[src/rtl/ysyx_22050550_div_ctrl.sv]
// Issue/retire controller between EXU dispatch and the iterative divider:
// resolves divide-by-zero and signed overflow locally, otherwise runs the divider handshake.
module ysyx_22050550_div_ctrl (
  input  logic        clock,
  input  logic        reset,
  input  logic        io_Id_Valid,
  output logic        io_Id_Ready,
  input  logic [1:0]  io_Id_Op,
  input  logic        io_Id_Word,
  input  logic [63:0] io_Id_Src1,
  input  logic [63:0] io_Id_Src2,
  input  logic [4:0]  io_Id_Rd,
  input  logic        io_Flush,
  output logic        io_Div_Valid,
  output logic        io_Div_Flush,
  output logic        io_Div_Divw,
  output logic [1:0]  io_Div_Signed,
  output logic [63:0] io_Div_Dividend,
  output logic [63:0] io_Div_Divisor,
  input  logic        io_Div_Ready,
  input  logic        io_Div_OutValid,
  input  logic [63:0] io_Div_Quotient,
  input  logic [63:0] io_Div_Remainder,
  output logic        io_Wb_Valid,
  input  logic        io_Wb_Ready,
  output logic [63:0] io_Wb_Data,
  output logic [4:0]  io_Wb_Rd
);

  typedef enum logic [1:0] {
    IDLE  = 2'd0,
    ISSUE = 2'd1,
    DONE  = 2'd2
  } state_t;

  state_t state, state_nxt;

  // W ops keep only the low word, extended according to signedness
  function automatic logic signed [63:0] ext_operand(input logic [63:0] v,
                                                     input logic word,
                                                     input logic uns);
    logic signed [63:0] r;
    if (!word)    r = $signed(v);
    else if (uns) r = $signed({32'h0, v[31:0]});
    else          r = $signed({{32{v[31]}}, v[31:0]});
    return r;
  endfunction

  function automatic logic signed [63:0] sext_word(input logic signed [63:0] v,
                                                   input logic word);
    logic signed [63:0] r;
    r = word ? $signed({{32{v[31]}}, v[31:0]}) : v;
    return r;
  endfunction

  // holding registers
  logic               rem_q;
  logic               uns_q;
  logic               word_q;
  logic [4:0]         rd_q;
  logic signed [63:0] dividend_q;
  logic signed [63:0] divisor_q;
  logic signed [63:0] result_q;

  logic               accept;
  logic               is_rem_in;
  logic               is_uns_in;
  logic signed [63:0] src1_ext;
  logic signed [63:0] src2_ext;
  logic               divisor_zero;
  logic               signed_ovf;
  logic               special;
  logic signed [63:0] special_res;
  logic signed [63:0] div_sel;
  logic signed [63:0] div_res;
  logic               div_capture;

  assign is_rem_in = io_Id_Op[1];
  assign is_uns_in = io_Id_Op[0];
  assign src1_ext  = ext_operand(io_Id_Src1, io_Id_Word, is_uns_in);
  assign src2_ext  = ext_operand(io_Id_Src2, io_Id_Word, is_uns_in);

  assign io_Id_Ready = (state == IDLE);
  assign accept      = io_Id_Valid & io_Id_Ready & !io_Flush;

  // Special cases judged on the raw operand width, not the extended value
  assign divisor_zero = io_Id_Word ? (io_Id_Src2[31:0] == 32'h0)
                                   : (io_Id_Src2 == 64'h0);
  assign signed_ovf   = !is_uns_in &
                        (io_Id_Word ? ((io_Id_Src1[31:0] == 32'h8000_0000) &&
                                       (io_Id_Src2[31:0] == 32'hFFFF_FFFF))
                                    : ((io_Id_Src1 == 64'h8000_0000_0000_0000) &&
                                       (io_Id_Src2 == 64'hFFFF_FFFF_FFFF_FFFF)));
  assign special      = divisor_zero | signed_ovf;

  always_comb begin
    special_res = '0;
    if (divisor_zero)
      special_res = is_rem_in ? src1_ext : '1;
    else if (signed_ovf)
      special_res = is_rem_in ? '0 : src1_ext;
    special_res = sext_word(special_res, io_Id_Word);
  end

  assign div_sel     = rem_q ? $signed(io_Div_Remainder) : $signed(io_Div_Quotient);
  assign div_res     = sext_word(div_sel, word_q);
  assign div_capture = (state == ISSUE) & io_Div_OutValid & !io_Flush;

  // stage boundary: state register
  always_ff @(posedge clock) begin
    if (reset) state <= IDLE;
    else       state <= state_nxt;
  end

  always_comb begin
    state_nxt = state;
    unique case (state)
      IDLE:    if (accept) state_nxt = special ? DONE : ISSUE;
      ISSUE:   if (io_Flush) state_nxt = IDLE;
               else if (io_Div_OutValid) state_nxt = DONE;
      DONE:    if (io_Flush || io_Wb_Ready) state_nxt = IDLE;
      default: state_nxt = IDLE;
    endcase
  end

  // stage boundary: operand holding and result registers
  always_ff @(posedge clock) begin
    if (reset) begin
      rem_q      <= 1'b0;
      uns_q      <= 1'b0;
      word_q     <= 1'b0;
      rd_q       <= '0;
      dividend_q <= '0;
      divisor_q  <= '0;
      result_q   <= '0;
    end else begin
      if (accept) begin
        rem_q      <= is_rem_in;
        uns_q      <= is_uns_in;
        word_q     <= io_Id_Word;
        rd_q       <= io_Id_Rd;
        dividend_q <= src1_ext;
        divisor_q  <= src2_ext;
        if (special) result_q <= special_res;
      end
      if (div_capture) result_q <= div_res;
    end
  end

  // Valid stays high on OutValid so the divider can leave its result state
  assign io_Div_Valid    = (state == ISSUE) & !(io_Flush & io_Div_Ready);
  assign io_Div_Flush    = io_Flush & (state == ISSUE) & !io_Div_Ready & !io_Div_OutValid;
  assign io_Div_Divw     = word_q;
  assign io_Div_Signed   = uns_q ? 2'b00 : 2'b11;
  assign io_Div_Dividend = dividend_q;
  assign io_Div_Divisor  = divisor_q;

  assign io_Wb_Valid = (state == DONE);
  assign io_Wb_Data  = result_q;
  assign io_Wb_Rd    = rd_q;

endmodule
[config.mk]
export PLATFORM = sky130hd
export DESIGN_NAME = ysyx_22050550_div_ctrl
export DESIGN_NICKNAME = d
export VERILOG_FILES = /design/src/rtl/ysyx_22050550_div_ctrl.sv
export SDC_FILE = /design/constraint.sdc
export NUM_CORES = 1
export LEC_CHECK = 0
export BUFFER_PORTS_ARGS = -buffer_cell sky130_fd_sc_hd__buf_2
export CORE_AREA = 2 2 185 187
export CTS_BUF_LIST = sky130_fd_sc_hd__clkbuf_8
export DETAILED_ROUTE_END_ITERATION = 7
export DIE_AREA = 0 0 187 189
export GPL_TIMING_DRIVEN = 0
export PLACE_DENSITY_LB_ADDON = 0.3
export SLEW_MARGIN = 20
export SYNTH_ARGS = -nofsm -noshare
export SYNTH_HDL_FRONTEND = slang
export SYNTH_SLANG_ARGS = --single-unit
[constraint.sdc]
create_clock -name clock -period 2 [get_ports clock]
set_clock_uncertainty 0.05 [all_clocks]
set_input_delay 0.1 -clock clock [delete_from_list [all_inputs] [get_ports clock]]
set_output_delay 0.1 -clock clock [all_outputs]
set_load 0.01 [all_outputs]
==> reports/summary.md <==
The flow ran to the end, and the final reports show no timing, DRC or antenna violations. Headroom to the max-slew limit came out at 32.7%. The post-synthesis instance total was 1084; the starting density of the core was 28.0%. The worst setup slack after layout is 8.88 ps. The die covers 35300 um^2. For the initial antenna violation count, the log shows 1. The logs give 12300 um^2 for the placed cell area and 5 for the first-pass detailed-route iteration total. The first routing iteration left 704 violations. The maximum root-to-sink buffer count was 3. The wire length of the first global-routing pass is 71400 um. The Yosys step of the flow raised 0 warnings. Relative to the synthesized area, the layout overhead comes to 72.8%. In this run the static leakage power is 7.07 nW. For this run, the register share of the synthesized area comes to 43.4%. The routed length per placed instance came out at 20.5 um. For this run, asynchronously set or reset flops after synthesis account for 0%. For the worst setup path, the data arrival time is 2350 ps.

The tools report the DRC violation count after routing as 0. The maximum number of pins on one net before global-route repair came out at 11. The synthesized design devotes to its leading area cell type 43.4% of total area. The post-layout minimum cycle time was 1990 ps.

The path category of the worst min-delay check is in2reg. In this run the remaining antenna-violating nets after routing total 0. The tools report the portion of total power attributed to combinational logic as 20.3%.

The largest area contributor in the synthesized netlist was dfxtp_1. The synthesized-area fraction occupied by and/or/nand/nor cells came out at 24.3%. The largest voltage drop on the vdd net is 0.364 mV. The root buffer selected by CTS was clkbuf_8. For the design area, the log shows 16100 um^2. The number of flops mapped to enable cells by yosys is 0, and the net count after synthesis is 1355.

At the placement stage, the worst setup path has a slack of -1360 ps. The run gives 0 as the final hold violation count. In the global route stage, overall resource usage came out at 26.1%. The count of port buffers added during placement was 473. The xor and xnor area share after synthesis is 0%, and the share of layout cells above drive strength 1 is 35.0%.

Dominant synthesized flop cell: dfxtp_1. The clock tree synthesis step divided the H-tree into 2 levels. STA classifies the critical path startpoint as an input port.

The share of synthesized cell area in full adder, half adder and majority cells is 0%. The post-detailed-routing wire length is 48200 um, and the upper clock frequency limit is 502 MHz. Once detailed placement completed, the half-perimeter wirelength came to 33600 um. Along the worst path, the maximum fanout reaches 7. The switching part of the total power is 29.5%. Setup repair after global routing could not meet its margin everywhere.

After synthesis the netlist holds a flip-flop and latch count of 202. The final weighted congestion of routability-driven global placement came out at 0.858. Clock-pin slew was measured on the worst setup and hold paths at 60 ps.

The tools report the CTS buffer count as 37. TritonCTS built the clock tree. The critical path required time came out at 2360 ps.

A synthesized cell averages 8.60 um^2. The final layout contains 2143 nets. Summing every instance area after synthesis gives 9330 um^2. The number of max-slew violations in the final report is 0, and the floorplan row count is 67.

For the pin with the worst max-slew slack, the measured transition is 1000 ps. In the synthesized netlist, mux cells make up 6.76% of the area. Measured along the y axis, the die boundary spans 189 um. Share of the clock period used by the worst path: 99.6%. The worst setup path is of the in2reg kind.

STA classifies the critical path endpoint as a register. The clock network latency to the later pin of the worst-skew pair was 550 ps; the horizontal extent of the die was 187 um. The detailed router placed 11900 vias in this run. Summing the areas of all compound-gate instances in the mapped netlist gives 21.3% of the synthesized area. The core region is 33300 um^2. Share of total power in the clock network: 38.3%.

Main combinational cell family by area after synthesis: simple AND/OR/NAND/NOR gates. Of the total power, registers draw 41.4%. The number of different library cells used by synthesis comes to 50. The tool flagged a number of max-cap violations equal to 0. In the routed layout, each cell is associated on average with a via count of 5.08. Number of top-level pins: 475.

For the via count of the first global-routing pass, the log shows 12100. The overall overflow remaining after global route came out at 0. For this design, the sink count on the clock tree is 202. The internal portion of the total power is 7.34 mW. The count of fill cells added during filler insertion is 3223, and the setup violation total in the final timing report is 0. Summed over all nets, the switching power comes to 3.07 mW. Ratio of total power to cell area: 646 nW/um^2. Yosys attributes the largest share of cell area to dfxtp_1 (43%), mux2i_1 (6.8%), nand2_1 (6.2%), o2bb2ai_2 (4.8%), nor2_1 (4.7%).
[worst max-delay path, stage by stage]
cell	delay, ps
buf_2	110
and4b_1	350
nand4_1	240
nor4_4	430
a21boi_2	140
o21ai_4	220
a21boi_4	100
buf_8	150
buf_12	140
a221o_1	350
[path summary, 6_finish.rpt]
check | start | to | slack [ps] | depth (start not counted)
worst max-delay path | io_Id_Src1[55] | io_Wb_Data[20] | 9 | 10
worst min-delay path | io_Div_Quotient[32] | io_Wb_Data[32] | 10 | 5
worst min register to register | io_Wb_Rd[4] | io_Wb_Rd[4] | 400 | 2
worst max register to register | state[1] | io_Wb_Data[20] | 20 | 8
[flip-flops by register name, indices dropped and copies added, names as in the netlist]
name             flops
uns_q                1
io_Wb_Data          64
io_Div_Divw          1
rem_q                1
io_Div_Divisor      64
io_Div_Dividend     64
state                2
io_Wb_Rd             5
[cells in the mapped netlist, types with 2 or more instances]
library cell and number:
clkbuf_1 72, buf_6 4, or4_1 4, nand4_1 15
and4_1 6, dfxtp_1 202, o22ai_1 63, nor4_1 35
o221ai_1 19, mux2i_1 63, o21ai_1 2, nand3b_1 2
nand2_1 154, a21oi_1 75, o21ai_0 19, nor2b_1 35
nand4b_1 4, a221o_1 13, nand2b_1 46, inv_1 4
a211oi_1 34, buf_1 3, buf_2 10, nand3_1 23
or4bb_1 2, nor4b_1 5, o2bb2ai_2 30, and4b_1 2
nor2_1 117
[layout by cell type (no fill, tap or decap), types with 37 or more instances in the layout]
cell type / n
clkbuf_8: 47
dfxtp_1: 199
buf_2: 480
mux2i_1: 61
nor2_1: 114
nand2_1: 153
clkbuf_1: 37
dlygate4sd3_1: 261
a21oi_1: 75
nand2b_1: 45
o22ai_1: 63
[logic make-up after synthesis]
group / Yosys count
DFF: 202
AOI/OAI and AO/OA: 265
buffers and inverters: 94
muxes: 63
and+or+nand+nor: 460
[area by class of cell]
class	count	area, um^2	area share, %
well taps	448	561	3.48
inverters	4	15.0	0.0932
plain buffers	90	500	3.11
clock inverters	16	76.3	0.474
multi-input cells	788	5110	31.7
flip-flops and latches	202	4050	25.1
clock buffers	47	647	4.01
repair buffers	749	5150	32.0
diodes	1	2.50	0.0155
[per-stage QoR]
stage,setup TNS (ps),instances,power [mW],util (%),hold slack (ps)
after CTS,-43.1,2338,10.4,47.9,1.19
after global placement,-141270,2005,5.97,37.0,296
after detailed placement,-146440,2005,5.99,37.0,303
final,0,2345,10.4,48.4,13.8
after floorplan,-306,1084,5.14,-,186
after global routing,-843,2345,10.8,48.4,25.9
[layer usage]
metal | vias up | global-route usage, % | routed length [um]
met5 | - | 0 | 0
met4 | 0 | 12.4 | 2390
met3 | 144 | 5.34 | 3410
met2 | 602 | 44.6 | 22800
met1 | 5624 | 31.5 | 19600
li1 | 5533 | - | -
[repair_timing]
item / 4_1_cts / 5_1_grt
pin swaps: 11 / 11
cloned: 0 / 1
hold endpoints to repair: 201 / 0
endpoints found under the setup margin: 202 / 185
buffers inserted: 9 / 5
hold buffers: 261 / 0
gates resized for setup: 64 / 60
[power groups by stage]
stage	Sequential (mW)	Combinational [mW]	Clock (mW)
2_1_floorplan	4.47	0.666	0
3_3_place_gp	4.39	1.58	0
3_5_place_dp	4.40	1.59	0
4_1_cts	4.31	2.04	4.06
5_1_grt	4.33	2.26	4.26
6_report	4.31	2.11	3.99
(Power assumes the default switching activity.)
